File: src/rtl/mem_arbiter.sv
// Two-port (fetch / data) round-robin arbiter in front of a single ready-handshaked memory.
// One transaction at a time: IDLE grants, REQ strobes memory, RELEASE waits for R low, ACK pulses.
module mem_arbiter #(
    parameter int TIMEOUT = 255
) (
    input  logic        clock,
    input  logic        reset_n,
    input  logic        f_req,
    input  logic [15:0] f_addr,
    output logic        f_ack,
    output logic [15:0] f_rdata,
    input  logic        d_req,
    input  logic        d_we,
    input  logic [15:0] d_addr,
    input  logic [15:0] d_wdata,
    output logic        d_ack,
    output logic [15:0] d_rdata,
    output logic        err,
    output logic        read,
    output logic        write,
    output logic [15:0] MAR,
    output logic [15:0] MDR_in,
    input  logic [15:0] MDR,
    input  logic        R
);
    localparam int CW = (TIMEOUT < 2) ? 1 : $clog2(TIMEOUT + 1);

    typedef enum logic [1:0] {
        ST_IDLE    = 2'd0,
        ST_REQ     = 2'd1,
        ST_RELEASE = 2'd2,
        ST_ACK     = 2'd3
    } state_t;

    state_t          state_reg, state_next;
    logic            read_reg, read_next;
    logic            write_reg, write_next;
    logic [15:0]     mar_reg, mar_next;
    logic [15:0]     mdr_in_reg, mdr_in_next;
    logic            gnt_data_reg;
    logic            we_reg;
    logic            last_data_reg;
    logic            err_flag_reg;
    logic [CW-1:0]   cnt_reg;

    logic            grant_any;
    logic            grant_data;
    logic            timeout_hit;

    // Tie goes to whichever port was not served last.
    assign grant_any   = (state_reg == ST_IDLE) && (f_req || d_req);
    assign grant_data  = d_req && (!f_req || !last_data_reg);
    assign timeout_hit = (state_reg == ST_REQ) && !R && (cnt_reg == CW'(TIMEOUT - 1));

    always_ff @(posedge clock or negedge reset_n) begin
        if (!reset_n) begin
            state_reg <= ST_IDLE;
        end else begin
            state_reg <= state_next;
        end
    end

    always_comb begin
        state_next = state_reg;
        case (state_reg)
            ST_IDLE:    if (f_req || d_req) state_next = ST_REQ;
            ST_REQ: begin
                if (R)                state_next = ST_RELEASE;
                else if (timeout_hit) state_next = ST_ACK;
            end
            ST_RELEASE: if (!R) state_next = ST_ACK;
            ST_ACK:     state_next = ST_IDLE;
            default:    state_next = ST_IDLE;
        endcase
    end

    always_comb begin
        read_next   = read_reg;
        write_next  = write_reg;
        mar_next    = mar_reg;
        mdr_in_next = mdr_in_reg;
        case (state_reg)
            ST_IDLE: begin
                if (grant_any) begin
                    mar_next    = grant_data ? d_addr : f_addr;
                    read_next   = !(grant_data && d_we);
                    write_next  = grant_data && d_we;
                    mdr_in_next = (grant_data && d_we) ? d_wdata : 16'h0000;
                end
            end
            ST_REQ: begin
                if (R || timeout_hit) begin
                    read_next  = 1'b0;
                    write_next = 1'b0;
                end
            end
            default: begin
                read_next  = 1'b0;
                write_next = 1'b0;
            end
        endcase
        f_ack = (state_reg == ST_ACK) && !gnt_data_reg;
        d_ack = (state_reg == ST_ACK) && gnt_data_reg;
        err   = (state_reg == ST_ACK) && err_flag_reg;
    end

    always_ff @(posedge clock or negedge reset_n) begin
        if (!reset_n) begin
            read_reg      <= 1'b0;
            write_reg     <= 1'b0;
            mar_reg       <= '0;
            mdr_in_reg    <= '0;
            gnt_data_reg  <= 1'b0;
            we_reg        <= 1'b0;
            last_data_reg <= 1'b1;
            err_flag_reg  <= 1'b0;
            cnt_reg       <= '0;
        end else begin
            read_reg   <= read_next;
            write_reg  <= write_next;
            mar_reg    <= mar_next;
            mdr_in_reg <= mdr_in_next;
            if (grant_any) begin
                gnt_data_reg  <= grant_data;
                we_reg        <= grant_data && d_we;
                last_data_reg <= grant_data;
                cnt_reg       <= '0;
            end else if (state_reg == ST_REQ && !R) begin
                cnt_reg <= cnt_reg + 1'b1;
            end
            if (timeout_hit) begin
                err_flag_reg <= 1'b1;
            end else if (state_reg == ST_ACK) begin
                err_flag_reg <= 1'b0;
            end
        end
    end

    // Per-port read-data holding registers; index 0 is fetch, 1 is data.
    genvar gi;
    for (gi = 0; gi < 2; gi++) begin : g_port
        logic        sel;
        logic [15:0] rdata_reg;

        assign sel = (gi == 1) ? gnt_data_reg : !gnt_data_reg;

        always_ff @(posedge clock or negedge reset_n) begin
            if (!reset_n) begin
                rdata_reg <= '0;
            end else if (state_reg == ST_REQ && sel && !we_reg) begin
                if (R) begin
                    rdata_reg <= MDR;
                end else if (timeout_hit) begin
                    rdata_reg <= '0;
                end
            end
        end
    end

    assign f_rdata = g_port[0].rdata_reg;
    assign d_rdata = g_port[1].rdata_reg;
    assign read    = read_reg;
    assign write   = write_reg;
    assign MAR     = mar_reg;
    assign MDR_in  = mdr_in_reg;

endmodule

File: config.mk
export PLATFORM = sky130hd
export DESIGN_NAME = mem_arbiter
export DESIGN_NICKNAME = d
export VERILOG_FILES = /design/src/rtl/mem_arbiter.sv
export SDC_FILE = /design/constraint.sdc
export NUM_CORES = 1
export LEC_CHECK = 0
export BUFFER_PORTS_ARGS = -buffer_cell sky130_fd_sc_hd__buf_4
export CORE_MARGIN = 2
export CORE_UTILIZATION = 50
export CTS_CLUSTER_DIAMETER = 120
export DETAILED_ROUTE_END_ITERATION = 6
export HOLD_SLACK_MARGIN = 0.05
export PLACE_DENSITY = 0.79
export SLEW_MARGIN = 10
export SYNTH_ARGS = -nofsm -noshare
export SYNTH_HDL_FRONTEND = slang
export SYNTH_SLANG_ARGS = --single-unit
File: constraint.sdc
create_clock -name clock -period 5.1 [get_ports clock]
set_clock_uncertainty 0.15 [all_clocks]
set_input_delay 0.765 -clock clock [delete_from_list [all_inputs] [get_ports clock]]
set_output_delay 0.765 -clock clock [all_outputs]
set_load 0.05 [all_outputs]
==> run metrics <==
sequential element share of the synthesized area=0.596; Hold Path Origin=MAR[7]; Post-Synthesis Cells=269; RSZ-0062 raised after global routing=false; Slowest-stage cell, CP=nor3_4; Startpoint Class=flip-flop; die width=86.0 um; Synth cell types=39; CTS H-tree lvls=3; Worst-Skew Late Latency=340 ps; largest net degree at the start of global routing=81; Final #Nets=475; r2r endpoint=f_rdata[8]; critical path required time=5180 ps; Post-synth ARST share=1.00; WHS=339 ps; Setup violations, final=0; IO Port Bufs=138; Syn Area/Cell=12.5 um^2; Num CTS Buffers=9; fin. max-slew vios=0; Critical Path, Cell by Cell=inv_1, ha_1, inv_2, nor3_4, o21ai_2, a32o_1; first-pass GRT wire length=13100 um; Final HPWL DP=5810 um; GRT overflow=0; clock-pin slew on the worst setup and hold paths=80 ps; post-CTS repair timing setup buffer count=0; Util after Layout=0.717; layout cells sized above 1=0.408; CP top delay family=compound AO/OA/AOI/OAI gates; EDFF count, synth=0; outcome=finished, final reports clean; Mapped Area=0.00336 mm^2; final wirelength=8090 um; post-DR wirelength/cell=16.8 um; Die H=86.0 um; area growth from synthesis to layout=37.0%; R2R Setup Slk=2650 ps; Max Root-Sink Buffers=2; Leakage=2.28 nW; core area=0.00642 mm^2; hold depth=2; Fin Setup TNS=0 ps; worst slew pin tran=1090 ps; Resize count post-CTS=0; Starting Density=0.524; drt via density=5.57; Syn Nets=345; drt pass-1 iters=4; initial antenna violation count=0; Hold Crit Class=flip-flop to flip-flop; critical path peak fanout=17; vias in the first global route=2753; R2R cell count=6; Synth Warn #=0; most used flip-flop cell after synthesis=dfrtp_1; CP Capture Type=flip-flop; antenna cells=0; Die Area=0.00740 mm^2; Top-Level Pins=139; Tot GR Track Use=0.228; period utilization=0.481; Max-slew headroom=0.274; clock root buffer=clkbuf_8; r2r startpoint=state_reg[1]; CP bufs+invs=2; DR iter-0 viols=146; Fmax=408 MHz; TritonCTS clock tree=done; clk sink count=80; crit path kind=flip-flop to flip-flop; hold buffers post-CTS=0; CP Data Arrival Time=2530 ps; WHS Endpoint=MAR[7]; DRT antenna net count=0; num rows=29; Final GP Congestion=0.782; Tmin final=2450 ps; Seq cells post-synth=80; DRC Markers=0; DR vias=2680; Hold Fails Final Rpt=0; Pwr Density=752 mW/mm^2; crit-path max cell delay=630 ps; Peak VDD IR=0.464 mV; Max Cap Viol=0
-- worst max-delay path by stage --
stage / start / end / slack [ps] / cells after the start
floorplan: state_reg[0] / f_ack / 2890 / 2
global placement: d_req / write / 2670 / 5
detailed placement: state_reg[1] / f_rdata[0] / 2630 / 6
CTS: state_reg[1] / f_rdata[0] / 2630 / 6
global route: state_reg[1] / f_rdata[11] / 2460 / 6
finish: state_reg[1] / f_rdata[8] / 2650 / 6
-- synth_stat cells (2+ instances only) --
cell	count	share of area
o21ai_2	2	0.0052
nor2_1	10	0.011
nor2b_1	3	0.0056
nand3_1	3	0.0045
inv_1	4	0.0045
a21oi_1	6	0.0089
a31oi_1	2	0.0037
a32o_1	32	0.095
ha_1	6	0.022
mux2i_1	16	0.048
and2_1	2	0.0037
buf_4	3	0.0067
o21ai_0	19	0.028
nand2_1	22	0.025
buf_2	4	0.0060
or3_1	2	0.0037
a22o_1	18	0.047
clkbuf_1	10	0.011
nor3_1	3	0.0045
buf_6	2	0.0067
dfrtp_1	79	0.59
xnor2_1	4	0.010
-- per-layer routing --
metal  vias up  track usage  wire, um
met2       102        0.383      4090
met3        12       0.0568       598
met1      1305        0.284      3280
met5         -            0         0
li1       1261            -         -
met4         0       0.0880       121
-- worst reg2reg max path: stages, from the launching register on --
cell and delay (ps):
dfrtp_1 430, inv_1 100, ha_1 210, inv_2 90, nor3_4 630, o21ai_2 410
a32o_1 320
-- area by class of cell --
type | instances | area, um^2
clock buffer | 10 | 128
clock inverter | 6 | 67.6
fill | 513 | 1820
inverter | 5 | 18.8
multi-input combinational | 164 | 1250
sequential | 80 | 2000
tap | 77 | 96.3
timing repair buffer | 139 | 1040
-- power breakdown --
group          switching, W  internal, W  total [W]
clock network      0.000231     0.000228   0.000459
registers          0.000178     0.000911    0.00109
logic               0.00130     0.000610    0.00191
-- cell usage in the layout (no fill, tap or decap), drive strengths merged, types with 2 or more instances in the layout --
| master | synthesis | layout |
|---|---|---|
| dfrtp | 79 | 79 |
| and2 | 2 | 2 |
| xnor2 | 4 | 4 |
| nor3 | 5 | 5 |
| or3 | 2 | 2 |
| mux2i | 16 | 16 |
| a21oi | 6 | 6 |
| clkinvlp | 0 | 2 |
| clkinv | 0 | 2 |
| nand3 | 3 | 3 |
| inv | 5 | 6 |
| buf | 10 | 139 |
| mux2 | 2 | 2 |
| nand2 | 22 | 22 |
| ha | 6 | 6 |
| a31oi | 2 | 2 |
| nor2 | 10 | 10 |
| o21ai | 22 | 22 |
| a32o | 32 | 32 |
| nor2b | 3 | 3 |
| clkbuf | 10 | 10 |
| a22o | 18 | 18 |
-- cell families after synthesis --
logic type                 Yosys count  synth area share
AOI/OAI and AO/OA                   83             0.197
DFF                                 80             0.596
and+or+nand+nor                     52            0.0807
buffers and inverters               25            0.0372
muxes                               18            0.0543
adders and majority gates            6            0.0223
xor gates and xnor gates             5            0.0130
-- through the flow --
stage          std cells  power [W]  area (um^2)  worst slack (ps)
6_report             481    0.00346         4610              2650
5_1_grt              481    0.00364         4610              2460
4_1_cts              481    0.00349         4610              2630
3_5_place_dp         465    0.00303         4410              2630
3_3_place_gp         465    0.00299         4410              2670
2_1_floorplan        269    0.00242         3360              2890
Power figures use the tool's default switching activity.
